## config.mk

```make
export PLATFORM = sky130hd
export DESIGN_NAME = axi_frame_rd_master
export DESIGN_NICKNAME = d
export VERILOG_FILES = /design/src/rtl/axi_rd_pkg.sv /design/src/rtl/rd_credit_ctr.sv /design/src/rtl/axi_frame_rd_master.sv
export SDC_FILE = /design/constraint.sdc
export NUM_CORES = 1
export LEC_CHECK = 0
export CORE_MARGIN = 2
export CORE_UTILIZATION = 35
export DETAILED_ROUTE_END_ITERATION = 10
export PLACE_DENSITY = 0.71
export SYNTH_ARGS = -nofsm -noshare
export SYNTH_HDL_FRONTEND = slang
export SYNTH_HIERARCHICAL = 1
export SYNTH_SLANG_ARGS = --single-unit
```

## constraint.sdc

```tcl
create_clock -name clk -period 5.5 [get_ports clk]
set_clock_uncertainty 0.15 [all_clocks]
set_input_delay 1.65 -clock clk [delete_from_list [all_inputs] [get_ports clk]]
set_output_delay 1.65 -clock clk [all_outputs]
set_load 0.01 [all_outputs]
```

## src/rtl/axi_rd_pkg.sv

```systemverilog
// Shared AXI read constants, the issue-FSM state type and a constant-width helper
// used by the frame read master and its credit counter.
package axi_rd_pkg;

  localparam logic [1:0] AXI_BURST_INCR = 2'b01;
  localparam logic [1:0] AXI_RESP_OKAY  = 2'b00;

  typedef enum logic [1:0] {
    IDLE,
    CHECK,
    ADDR,
    DRAIN
  } rd_state_e;

  // Ceiling log2; clog2(1) is 0.
  function automatic int clog2(input int value);
    int r;
    r = 0;
    for (int v = value - 1; v > 0; v = v >> 1) r++;
    return r;
  endfunction

endpackage

```

## src/rtl/rd_credit_ctr.sv

```systemverilog
// Tracks beats and bursts requested but not yet returned, and decides whether the
// next burst of req_len beats still fits in the FIFO with SLACK beats of headroom.
module rd_credit_ctr
  import axi_rd_pkg::*;
#(
  parameter int BURST_LEN        = 16,
  parameter int MAX_OUTSTANDING  = 2,
  parameter int FIFO_DEPTH_WIDTH = 10,
  parameter int SLACK            = 4,
  parameter int LEN_W            = clog2(BURST_LEN + 1)
) (
  input  logic                      clk,
  input  logic                      rst_n,
  input  logic [LEN_W-1:0]          req_len,
  input  logic                      ar_fire,
  input  logic [LEN_W-1:0]          ar_beats,
  input  logic                      r_fire,
  input  logic                      r_last,
  input  logic [FIFO_DEPTH_WIDTH:0] water_level,
  output logic                      permit
);

  localparam int OB_W  = clog2(MAX_OUTSTANDING * BURST_LEN + 1);
  localparam int OBU_W = clog2(MAX_OUTSTANDING + 1);
  localparam int CMP_W = FIFO_DEPTH_WIDTH + 2;
  localparam logic [CMP_W-1:0] LIMIT = CMP_W'((1 << FIFO_DEPTH_WIDTH) - SLACK);

  logic [OB_W-1:0]  outstanding_beats;
  logic [OBU_W-1:0] outstanding_bursts;
  logic [CMP_W-1:0] demand;

  assign demand = CMP_W'(water_level) + CMP_W'(outstanding_beats) + CMP_W'(req_len);
  assign permit = (demand <= LIMIT) && (32'(outstanding_bursts) < MAX_OUTSTANDING);

  // NOTE: sequential state uses <= so every register samples pre-edge values;
  // a same-cycle AR handshake and R beat both land (net += len - 1).
  always_ff @(posedge clk) begin
    if (!rst_n) begin
      outstanding_beats  <= '0;
      outstanding_bursts <= '0;
    end else begin
      outstanding_beats  <= outstanding_beats + (ar_fire ? OB_W'(ar_beats) : '0)
                            - OB_W'(r_fire);
      outstanding_bursts <= outstanding_bursts + OBU_W'(ar_fire) - OBU_W'(r_fire && r_last);
    end
  end

endmodule

```

## src/rtl/axi_frame_rd_master.sv

```systemverilog
// AXI4 read master fetching one frame in INCR bursts into the output FIFO,
// issuing only when the FIFO water level leaves room for every outstanding beat.
module axi_frame_rd_master
  import axi_rd_pkg::*;
#(
  parameter int ADDR_WIDTH       = 28,
  parameter int DATA_WIDTH       = 128,
  parameter int BURST_LEN        = 16,
  parameter int FRAME_BEATS      = 259200,
  parameter int FIFO_DEPTH_WIDTH = 10,
  parameter int MAX_OUTSTANDING  = 2,
  parameter int SLACK            = 4
) (
  input  logic                        clk,
  input  logic                        rst_n,
  input  logic                        frame_start,
  input  logic [ADDR_WIDTH-1:0]       base_addr,
  output logic                        busy,
  output logic                        frame_done,
  output logic                        overrun,
  output logic                        rresp_err,
  output logic [ADDR_WIDTH-1:0]       araddr,
  output logic [7:0]                  arlen,
  output logic [2:0]                  arsize,
  output logic [1:0]                  arburst,
  output logic                        arvalid,
  input  logic                        arready,
  input  logic [DATA_WIDTH-1:0]       rdata,
  input  logic [1:0]                  rresp,
  input  logic                        rlast,
  input  logic                        rvalid,
  output logic                        rready,
  output logic [DATA_WIDTH-1:0]       fifo_wr_data,
  output logic                        fifo_wr_en,
  input  logic                        fifo_wr_full,
  input  logic [FIFO_DEPTH_WIDTH:0]   fifo_wr_water_level
);

  localparam int SIZE_LOG2 = clog2(DATA_WIDTH / 8);
  localparam int FB_W      = clog2(FRAME_BEATS + 1);
  localparam int LEN_W     = clog2(BURST_LEN + 1);

  rd_state_e       state;
  logic [FB_W-1:0] beats_to_request;
  logic [FB_W-1:0] beats_to_receive;
  logic [LEN_W-1:0] cur_len;
  logic [LEN_W-1:0] ar_beats;
  logic            permit;
  logic            ar_fire;
  logic            r_fire;

  assign arsize       = 3'(SIZE_LOG2);
  assign arburst      = AXI_BURST_INCR;
  assign rready       = rst_n & busy & ~fifo_wr_full;
  assign r_fire       = rvalid & rready;
  assign fifo_wr_en   = r_fire;
  assign fifo_wr_data = rdata;
  assign frame_done   = r_fire && (beats_to_receive == FB_W'(1));
  assign ar_fire      = arvalid & arready;
  assign ar_beats     = LEN_W'(arlen) + LEN_W'(1);

  // NOTE: give cur_len a value before the conditional so no path leaves it unassigned.
  always_comb begin
    cur_len = LEN_W'(BURST_LEN);
    if (32'(beats_to_request) < BURST_LEN) cur_len = LEN_W'(beats_to_request);
  end

  rd_credit_ctr #(
    .BURST_LEN       (BURST_LEN),
    .MAX_OUTSTANDING (MAX_OUTSTANDING),
    .FIFO_DEPTH_WIDTH(FIFO_DEPTH_WIDTH),
    .SLACK           (SLACK),
    .LEN_W           (LEN_W)
  ) u_credit (
    .clk        (clk),
    .rst_n      (rst_n),
    .req_len    (cur_len),
    .ar_fire    (ar_fire),
    .ar_beats   (ar_beats),
    .r_fire     (r_fire),
    .r_last     (rlast),
    .water_level(fifo_wr_water_level),
    .permit     (permit)
  );

  // NOTE: reset is sampled on the clock edge only; the slave is reset alongside.
  always_ff @(posedge clk) begin
    if (!rst_n) begin
      state            <= IDLE;
      busy             <= 1'b0;
      overrun          <= 1'b0;
      rresp_err        <= 1'b0;
      arvalid          <= 1'b0;
      araddr           <= '0;
      arlen            <= '0;
      beats_to_request <= '0;
      beats_to_receive <= '0;
    end else begin
      if (frame_start && busy) overrun <= 1'b1;
      if (r_fire && (rresp != AXI_RESP_OKAY)) rresp_err <= 1'b1;
      if (r_fire) beats_to_receive <= beats_to_receive - FB_W'(1);

      case (state)
        IDLE: if (frame_start) begin
          araddr           <= base_addr;
          beats_to_request <= FB_W'(FRAME_BEATS);
          beats_to_receive <= FB_W'(FRAME_BEATS);
          busy             <= 1'b1;
          state            <= CHECK;
        end
        CHECK: if (beats_to_request == '0) begin
          state <= DRAIN;
        end else if (permit) begin
          arlen   <= 8'(cur_len - LEN_W'(1));
          arvalid <= 1'b1;
          state   <= ADDR;
        end
        ADDR: if (arready) begin
          arvalid          <= 1'b0;
          araddr           <= araddr + (ADDR_WIDTH'(ar_beats) << SIZE_LOG2);
          beats_to_request <= beats_to_request - FB_W'(ar_beats);
          state            <= CHECK;
        end
        DRAIN: ;
      endcase

      // The last beat can land while still in CHECK, so completion overrides any state.
      if (frame_done) begin
        busy  <= 1'b0;
        state <= IDLE;
      end
    end
  end

endmodule

```

==> load_flow_metrics.sql <==
INSERT INTO impl_metrics (metric_group, metric, value, unit) VALUES
('worst_setup_path', 'crit_path_top_delay_cell', 'sky130_fd_sc_hd__clkdlybuf4s50_1', ''),
('final_layout', 'multi_input_area', '3270', 'um^2'),
('clock_network', 'cts_max_path_buffers', '2', ''),
('clock_network', 'htree_num_levels', '3', ''),
('run_status', 'outcome', 'complete, no violations', ''),
('global_route', 'gr-usage-all-layers', '16.4', '%'),
('clock_network', 'tritoncts_clock_tree', 'built', ''),
('worst_setup_path', 'worst-setup-path-type', 'in -> out', ''),
('route', 'route.vias.total', '5051', ''),
('route', 'firstDrtPassIters', '4', ''),
('worst_setup_path', 'crit_end', 'frame_done', ''),
('synthesis', 'yosys_register_bits', '84', ''),
('synthesis', 'synth_area_leader_cell', 'sky130_fd_sc_hd__dfxtp_1', ''),
('route', 'routed_wirelength', '15100', 'um'),
('hold_path', 'hp-class', 'reg -> reg', ''),
('worst_setup_path', 'timing.critical_path.slowest_cell_delay', '0.59', 'ns'),
('job', 'drv_cap', '0', ''),
('synthesis', 'synth_sequential_area_ratio', '27.0', '%'),
('final_layout', 'syn2layout_area_growth', '7.49', '%'),
('final_layout', 'final_cell_mix', '90 x sky130_fd_sc_hd__clkdlybuf4s50_1, 84 x sky130_fd_sc_hd__dfxtp_1, 60 x sky130_fd_sc_hd__nand2_1, 57 x sky130_fd_sc_hd__nor2_1, 46 x sky130_fd_sc_hd__a21oi_1', ''),
('timing', 'fmaxAchievable', '0.191', 'GHz'),
('synthesis', 'yosysUniqueCellTypes', '73', ''),
('final_layout', 'fill_cells', '1752', ''),
('worst_setup_path', 'worstPathCellList', 'clkdlybuf4s50_1, nand2_1, nor2_1, nand2_1, clkinv_1, nand2_1, nor4b_2, clkdlybuf4s50_1', ''),
('final_layout', 'fin_nets', '942', ''),
('floorplanning', 'io_pins', '352', ''),
('global_route', 'grt_max_degree', '40', ''),
('worst_setup_path', 'r2r_setup_slack', '0.49', 'ns'),
('final_layout', 'final_design_area_no_fill', '6700', 'um^2'),
('clock_network', 'cts.sink_count', '84', ''),
('route', 'drt_iter0_markers', '234', ''),
('timing', 'final_max_slew_viol_count', '0', ''),
('worst_setup_path', 'timing.critical_path.from', 'rst_n', ''),
('synthesis', 'syn-mean-instance-area', '8.02', 'um^2'),
('timing', 'max_slew.worst_pin.slew', '1.12', 'ns'),
('clock_network', 'cts.reportedPaths.clkPinSlew', '0.06', 'ns'),
('placement', 'detailedPlacementHpwl', '10900', 'um'),
('global_route', 'grt_remaining_overflow', '0', ''),
('worst_setup_path', 'critPathLaunchType', 'primary input', ''),
('floorplanning', 'start_util', '35.9', '%'),
('global_route', 'wire_length_of_the_first_global_routing_pass', '24300', 'um'),
('timing', 'hold_violations', '0', ''),
('global_route', 'grt_antenna_before_repair', '0', ''),
('worst_setup_path', 'worst_ep_arrival_time', '3.45', 'ns'),
('synthesis', 'synth_largest_type_area_fraction', '27.0', '%'),
('worst_setup_path', 'critical_path.most_common_cell', 'sky130_fd_sc_hd__nand2_1', ''),
('route', 'wl_per_cell', '15.7', 'um'),
('timing', 'totalNegativeSetupSlack', '0', 'ns'),
('synthesis', 'mappedNetlistArea', '6230', 'um^2'),
('synthesis', 'postSynth.asyncResetShare', '0', '%'),
('floorplanning', 'die_w', '137', 'um'),
('clock_network', 'cts_resized', '0', ''),
('worst_setup_path', 'crit_cells', '8', ''),
('route', 'avgViaCountPerCell', '5.27', ''),
('worst_setup_path', 'worstPathRequired', '3.70', 'ns'),
('clock_network', 'cts_inserted_buffers', '9', ''),
('placement', 'placement.io_buffers', '90', ''),
('floorplanning', 'rows', '48', ''),
('timing', 'period_utilisation_layout', '95.4', '%'),
('floorplanning', 'design.die.area', '18900', 'um^2'),
('worst_setup_path', 'worst-path-buf-inv', '3', ''),
('timing', 'final.min_clock_period', '5.25', 'ns'),
('floorplanning', 'die_height', '137', 'um'),
('clock_network', 'worst_skew_pair.late_latency', '0.35', 'ns'),
('power_and_ir_drop', 'vdd_ir_max', '161', 'uV'),
('floorplanning', 'core_region_area', '17400', 'um^2'),
('route', 'detail-route-antenna-nets', '0', ''),
('worst_setup_path', 'crit-reg2reg-launch', 'beats_to_request[5]', ''),
('timing', 'final-setup-viol-count', '0', ''),
('worst_setup_path', 'path_delay_family', 'buffers and inverters', ''),
('clock_network', 'cts_root_buffer', 'sky130_fd_sc_hd__clkbuf_16', '');
[registers in the layout, summed over array words and instances (netlist names)]
register                     count
araddr                          28
arlen                            6
arvalid                          1
beats_to_receive                18
beats_to_request                18
busy                             1
overrun                          1
rresp_err                        1
state                            2
u_credit/outstanding_beats       6
u_credit/outstanding_bursts      2
[synth_stat cells, drive strengths merged (4+ instances only)]
cell and number:
or4 10, o31ai 5, a21oi 48, clkbuf 25, mux2i 5, nand2 60
maj3 4, nor4b 4, xnor2 27, a211oi 14, o21ai 15, and2 11
nor4 13, nand3 12, and3 7, nor3b 7, nand4 7, buf 140
o22ai 7, xor2 11, fa 9, a21o 7, nor2 59, nand2b 4
inv 45, or3 11, o21a 8, dfxtp 84, nor2b 7, ha 29
a31oi 7, nor3 21, a22oi 12
[layout make-up]
type / instances / share of cell area (%)
timing repair buffer: 102 / 14.8
multi-input combinational: 485 / 48.8
inverter: 46 / 2.58
clock buffer: 12 / 3.83
clock inverter: 4 / 0.710
sequential: 84 / 25.1
tap: 225 / 4.20
[worst reg2reg max path: stages, from the launching register on]
cell and delay [ns]:
sky130_fd_sc_hd__dfxtp_1 0.36, sky130_fd_sc_hd__or4_4 0.57, sky130_fd_sc_hd__or4_4 0.49, sky130_fd_sc_hd__nor2_2 0.16
sky130_fd_sc_hd__nand2_1 0.09, sky130_fd_sc_hd__inv_1 0.09, sky130_fd_sc_hd__inv_1 0.08, sky130_fd_sc_hd__fa_1 0.41
sky130_fd_sc_hd__inv_1 0.06, sky130_fd_sc_hd__ha_1 0.15, sky130_fd_sc_hd__inv_1 0.05, sky130_fd_sc_hd__fa_1 0.37
sky130_fd_sc_hd__nand2b_1 0.17, sky130_fd_sc_hd__a21oi_1 0.21, sky130_fd_sc_hd__xnor2_1 0.15, sky130_fd_sc_hd__nor4_1 0.07
sky130_fd_sc_hd__a311oi_1 0.42, sky130_fd_sc_hd__nand2_1 0.10, sky130_fd_sc_hd__nor2_1 0.12, sky130_fd_sc_hd__a21boi_1 0.18
sky130_fd_sc_hd__buf_4 0.19, sky130_fd_sc_hd__nor2_1 0.05, sky130_fd_sc_hd__a311oi_1 0.22
[metrics by stage]
stage                     hold WS, ns  setup slack [ns]  std cells  power (mW)  util, %
after global placement          0.291             0.243        942        1.47     36.8
after global routing            0.336            0.0728        958        2.25     38.6
after detailed placement        0.294             0.140        942        1.48     36.8
final                           0.301             0.251        958        2.11     38.6
after floorplan                 0.286             0.719        780        1.37        -
after CTS                       0.307             0.128        958        2.13     38.6
[cells by family after synthesis]
logic type,Yosys count,synth area share [%]
and+or+nand+nor,244,20.1
buffers and inverters,211,21.0
AOI/OAI and AO/OA,150,16.0
DFF,84,27.0
adders and majority gates,42,9.38
xor gates and xnor gates,38,5.46
muxes,6,0.984
other,2,0.121
[worst min-delay path by stage]
stage | startpoint | cells past startpoint | slack (ns) | endpoint
after floorplan | beats_to_request[8] | 2 | 0.29 | beats_to_request[8]
after global placement | rresp_err | 2 | 0.29 | rresp_err
after detailed placement | rresp_err | 2 | 0.29 | rresp_err
after CTS | rresp_err | 2 | 0.31 | rresp_err
after global routing | araddr[1] | 2 | 0.34 | araddr[1]
final | rresp_err | 2 | 0.30 | rresp_err
[layer usage]
layer / global-route usage, % / vias to the layer above / routed length, um
li1: - / 2468 / -
met1: 21.3 / 2353 / 6860
met2: 25.3 / 198 / 6480
met3: 5.96 / 32 / 1400
met4: 5.50 / 0 / 316
met5: 0 / - / 0
[where the power goes]
group	switching, mW	internal (mW)	leakage (nW)
logic	0.381	0.338	1.70
registers	0.0764	0.680	0.689
clock network	0.255	0.375	0.149
(Power assumes the default switching activity.)
